## config.mk

```make
export PLATFORM = sky130hd
export DESIGN_NAME = axis_line_buffer
export DESIGN_NICKNAME = d
export VERILOG_FILES = /design/src/rtl/axis_line_buffer.sv
export SDC_FILE = /design/constraint.sdc
export NUM_CORES = 1
export LEC_CHECK = 0
export CORE_ASPECT_RATIO = 2
export CORE_MARGIN = 8
export CORE_UTILIZATION = 45
export CTS_CLUSTER_DIAMETER = 50
export CTS_CLUSTER_SIZE = 20
export DETAILED_ROUTE_END_ITERATION = 8
export DONT_BUFFER_PORTS = 1
export GPL_ROUTABILITY_DRIVEN = 0
export SLEW_MARGIN = 10
export SYNTH_ARGS = -nofsm -noshare
export SYNTH_HDL_FRONTEND = slang
export SYNTH_SLANG_ARGS = --single-unit
```

## constraint.sdc

```tcl
create_clock -name clk -period 4.3 [get_ports clk]
set_input_delay 1.075 -clock clk [delete_from_list [all_inputs] [get_ports clk]]
set_output_delay 1.075 -clock clk [all_outputs]
set_load 0.03 [all_outputs]
```

## src/rtl/axis_line_buffer.sv

```systemverilog
`default_nettype none
// ============================================================================
//  Module      : axis_line_buffer
//  Description : Raster pixel stream in, KERNEL_SIZE-tall column vectors out.
//                Each output vector holds the accepted pixel plus the pixels
//                from the same column of the KERNEL_SIZE-1 preceding rows.
//                The first KERNEL_SIZE-1 rows of each frame only fill the line
//                memories. No vectors are emitted for those rows.
//  Revision    : 1.0 - initial release
// ============================================================================
module axis_line_buffer #(
    parameter int KERNEL_SIZE = 3,
    parameter int DATA_WIDTH  = 8,
    parameter int IMG_WIDTH   = 8,
    parameter int IMG_HEIGHT  = 8
) (
    input  logic                              clk,
    input  logic                              rst,
    input  logic [DATA_WIDTH-1:0]             s_axis_tdata,
    input  logic                              s_axis_tvalid,
    output logic                              s_axis_tready,
    output logic [KERNEL_SIZE*DATA_WIDTH-1:0] m_axis_tdata,
    output logic                              m_axis_tvalid,
    input  logic                              m_axis_tready,
    output logic                              m_axis_tlast
);

    localparam int c_col_w = $clog2(IMG_WIDTH);
    localparam int c_row_w = $clog2(IMG_HEIGHT);
    localparam int c_vec_w = KERNEL_SIZE * DATA_WIDTH;

    localparam logic [c_col_w-1:0] c_last_col  = c_col_w'(IMG_WIDTH - 1);
    localparam logic [c_row_w-1:0] c_last_row  = c_row_w'(IMG_HEIGHT - 1);
    localparam logic [c_row_w-1:0] c_fill_row  = c_row_w'(KERNEL_SIZE - 2);

    typedef enum logic [0:0] {
        ST_FILL   = 1'b0,
        ST_STREAM = 1'b1
    } state_t;

    state_t                 r_state;
    state_t                 w_state_next;
    logic                   w_load;

    logic [c_col_w-1:0]     r_col;
    logic [c_row_w-1:0]     r_row;

    // Line 0 is the oldest row and line KERNEL_SIZE-2 is the newest.
    logic [DATA_WIDTH-1:0]  r_line [KERNEL_SIZE-1][IMG_WIDTH];

    logic [c_vec_w-1:0]     r_tdata;
    logic                   r_tvalid;
    logic                   r_tlast;

    logic                   w_s_ready;
    logic                   w_accept;
    logic                   w_end_col;
    logic                   w_end_row;
    logic [c_vec_w-1:0]     w_vec;

    assign w_s_ready = ~r_tvalid | m_axis_tready;
    assign w_accept  = s_axis_tvalid & w_s_ready;
    assign w_end_col = (r_col == c_last_col);
    assign w_end_row = (r_row == c_last_row);

    assign s_axis_tready = w_s_ready;
    assign m_axis_tdata  = r_tdata;
    assign m_axis_tvalid = r_tvalid;
    assign m_axis_tlast  = r_tlast;

    // Older lanes come from the line memories before this cycle's shift.
    // The newest lane is the live input pixel.
    for (genvar k = 0; k < KERNEL_SIZE - 1; k++) begin : g_lane
        assign w_vec[k*DATA_WIDTH +: DATA_WIDTH] = r_line[k][r_col];
    end
    assign w_vec[(KERNEL_SIZE-1)*DATA_WIDTH +: DATA_WIDTH] = s_axis_tdata;

    // Column and row position of the next pixel within the frame.
    always_ff @(posedge clk) begin
        if (rst) begin
            r_col <= '0;
            r_row <= '0;
        end else if (w_accept) begin
            if (w_end_col) begin
                r_col <= '0;
                r_row <= w_end_row ? '0 : r_row + 1'b1;
            end else begin
                r_col <= r_col + 1'b1;
            end
        end
    end

    // Shift the current column up by one line and insert the new pixel.
    // The line memories are not reset. FILL rewrites them before any read is emitted.
    always_ff @(posedge clk) begin
        if (w_accept) begin
            for (int j = 0; j < KERNEL_SIZE - 2; j++) begin
                r_line[j][r_col] <= r_line[j+1][r_col];
            end
            r_line[KERNEL_SIZE-2][r_col] <= s_axis_tdata;
        end
    end

    // State register.
    always_ff @(posedge clk) begin
        if (rst) begin
            r_state <= ST_FILL;
        end else begin
            r_state <= w_state_next;
        end
    end

    // FILL lasts until the lines hold KERNEL_SIZE-1 rows. STREAM then runs to the end of the frame.
    always_comb begin
        w_state_next = r_state;
        w_load       = 1'b0;
        case (r_state)
            ST_FILL: begin
                if (w_accept && w_end_col && (r_row == c_fill_row)) begin
                    w_state_next = ST_STREAM;
                end
            end
            ST_STREAM: begin
                w_load = w_accept;
                if (w_accept && w_end_col && w_end_row) begin
                    w_state_next = ST_FILL;
                end
            end
            default: begin
                w_state_next = ST_FILL;
            end
        endcase
    end

    // Output register. A load takes priority over a plain emit, so a
    // simultaneous emit and accept keeps valid high with the new vector.
    always_ff @(posedge clk) begin
        if (rst) begin
            r_tdata  <= '0;
            r_tlast  <= 1'b0;
            r_tvalid <= 1'b0;
        end else if (w_load) begin
            r_tdata  <= w_vec;
            r_tlast  <= w_end_col;
            r_tvalid <= 1'b1;
        end else if (m_axis_tready) begin
            r_tvalid <= 1'b0;
        end
    end

endmodule
`default_nettype wire

```

==> impl_results.md <==
* Outcome: finished, final reports clean
* Residual DRC count at 0
* Final setup slack of the worst path at ~1600 ps
* Initial DRC Count at between 200 and 250
* Share of the synthesized area in the top cell type at 0.6170
* Antenna Cells at 0
* Unrepaired setup endpoints after global routing: false
* Initial Utilization at 0.4535
* CP startpoint: m_axis_tready
* Hold Crit Class: reg2reg
* Clock input transition at the sequential cells of the worst setup and hold paths at 60 ps
* Post-synth EDFFs at 128
* Layout cell share with drive strength beyond 1 at 0.1823
* Hold Fails Final Rpt at 0
* Max cap viols at 0
* Critical path launch point type: input port
* Leakage power at approximately 2.2 nW
* Required time worst endpoint at roughly 4600 ps
* Final std cells w/o fill at 563
* CTS tree: yes
* Syn Inst Count at 389
* CTS buffer count at 17
* Area leader, netlist: edfxtp_1
* Port Buffers at 0
* CP Capture Type: flip-flop
* Setup Skew at 9.448 ps
* Cell Pwr Density at 457.9 nW/um2
* Via-to-Cell Ratio at 5.808
* Routed wire length per instance at 22.53 um
* Register area share after synthesis at 0.7230
* Max FO, Critical Path at 23
* Largest net degree at the start of global routing at 53
* Fin nets at 412
* Setup bufs post-CTS at 0
* First-pass GRT wire length at 19900 um
* Fin crit period at 2694 ps
* Synthesized area per cell at about 16 um2
* Most common cell after layout, fill and taps aside: edfxtp_1
* DP HPWL at 7639 um
* Die Area at 18090 um2
* Critical Path AT at 3010 ps
* Dpl cells at 533
* Critical R2R Launch: r_col[1]
* Most frequent cells in the layout: edfxtp_1, nand2_1, dfxtp_1
* Fill count at 1145
* DRT antenna net count at 0
* CTS sink count at 161
* Pre-CTS setup slack at 1154 ps
* Final Max Slew Viols at 0
* Vias in the first global route at 3377
* WL final at 12690 um
* Gr ovfl total at 0
* Slew @ Worst Pin at 1019 ps
* Hold_sp: r_row[1]
* Sum Neg Setup Slack at 0 ps
* Most used DFF post-synth: edfxtp_1
* Fmax at 371.3 MHz
* Post-Route Utilization at 0.5022
* Yosys cell types at 46
* Root Driver: clkbuf_16
* Layout Area Growth over Synthesis at 10.75%
* Synth area leaders: edfxtp_1, dfxtp_1, mux4_2
* #FFs+latches synth at around 160
* I/O Pins at 39
* Die X at 99.20 um
* Post-synth ARST share at 0
* Syn_nets at 406
* Maximum vdd drop at 0.2809 mV
* Type of the worst setup path: in2reg
* Cell area after synthesis at 6230 um2
* CTS Buffer Depth at 2
* Setup violators final at 0
* Hold-fix buffers at CTS at 0
* Initial antenna violation count at 0
* Slew headroom at 0.3204
* Final period utilization at 0.6264
* Skew-Pair Late Insertion Delay at approximately 400 ps
* Drt pass-1 iters at 4
* Cell Rows at 61
* Synth warn at 0
* Vias at 3270
* Overall global routing resource usage at 0.1479
* Resized cells post-CTS at 0
* Power, Total at 0.003159 W
* H-tree levels at 4
* Die H at 182.4 um
* Core area at 13740 um2
==> cell usage after synthesis (all sizes together), types with 6 or more instances <==
library cell    n
dfxtp          33
mux4           19
nand3           7
a211oi          6
edfxtp        128
mux2i          14
nor3           10
clkbuf          7
mux2            8
nand2          31
buf            19
a21oi          21
nor2           27
==> metrics by stage <==
stage / hold WS, ps / instance area (um2)
after global placement: 450.4 / 6396
after detailed placement: 469.4 / 6396
final: 472.2 / 6899
after floorplan: 448.6 / 6230
after global routing: 523.5 / 6899
after CTS: 477.5 / 6899
==> registers in the layout (all words and copies together) (netlist names) <==
register	count
m_axis_tdata	24
m_axis_tlast	1
m_axis_tvalid	1
r_col	3
r_line	128
r_row	3
r_state	1
==> power by group <==
group	total [W]	switching [W]	internal, W
Combinational	0.000142	0.0000847	0.0000572
Sequential	0.00174	0.0000143	0.00173
Clock	0.00128	0.000554	0.000724
Total	0.00316	0.000653	0.00251
==> cell families (layout without fill, tap and decap cells) <==
kind of cell	count (synthesis)	in the layout	share of synthesized area
flops	161	161	0.7230
simple gates	96	96	0.07190
compound gates	57	57	0.06066
mux	41	41	0.1075
buf+inv	29	46	0.02691
fa+ha+maj	5	5	0.01004
==> metal layers <==
metal,wire (um),vias up,GRT usage
met1,5125,1652,0.1739
met4,99,0,0.05735
met3,687,4,0.04160
met5,0,-,0
met2,6774,106,0.2484
li1,-,1508,-
==> critical path: stages <==
cell and delay [ps]:
nand2b_1 450, and3_1 920, buf_4 290, nor2_1 50
a211oi_1 210
==> cell type report <==
type                            count  area [um2]  area share
Timing Repair Buffer               13       97.59     0.01415
Clock buffer                       19       432.9     0.06275
Inverter                            3       11.26    0.001632
Clock inverter                     11       70.07     0.01016
Multi-Input combinational cell    199        1584      0.2296
Sequential cell                   161        4507      0.6532
Tap cell                          157       196.4     0.02847
==> final timing paths <==
kind / end / slack [ps] / cells past startpoint
max: m_axis_tdata[4] / 1610 / 5
min: r_row[1] / 470 / 2
max reg2reg: m_axis_tdata[15] / 1750 / 5
min reg2reg: r_row[1] / 470 / 2
No activity file was read; power rests on OpenSTA's default activity.
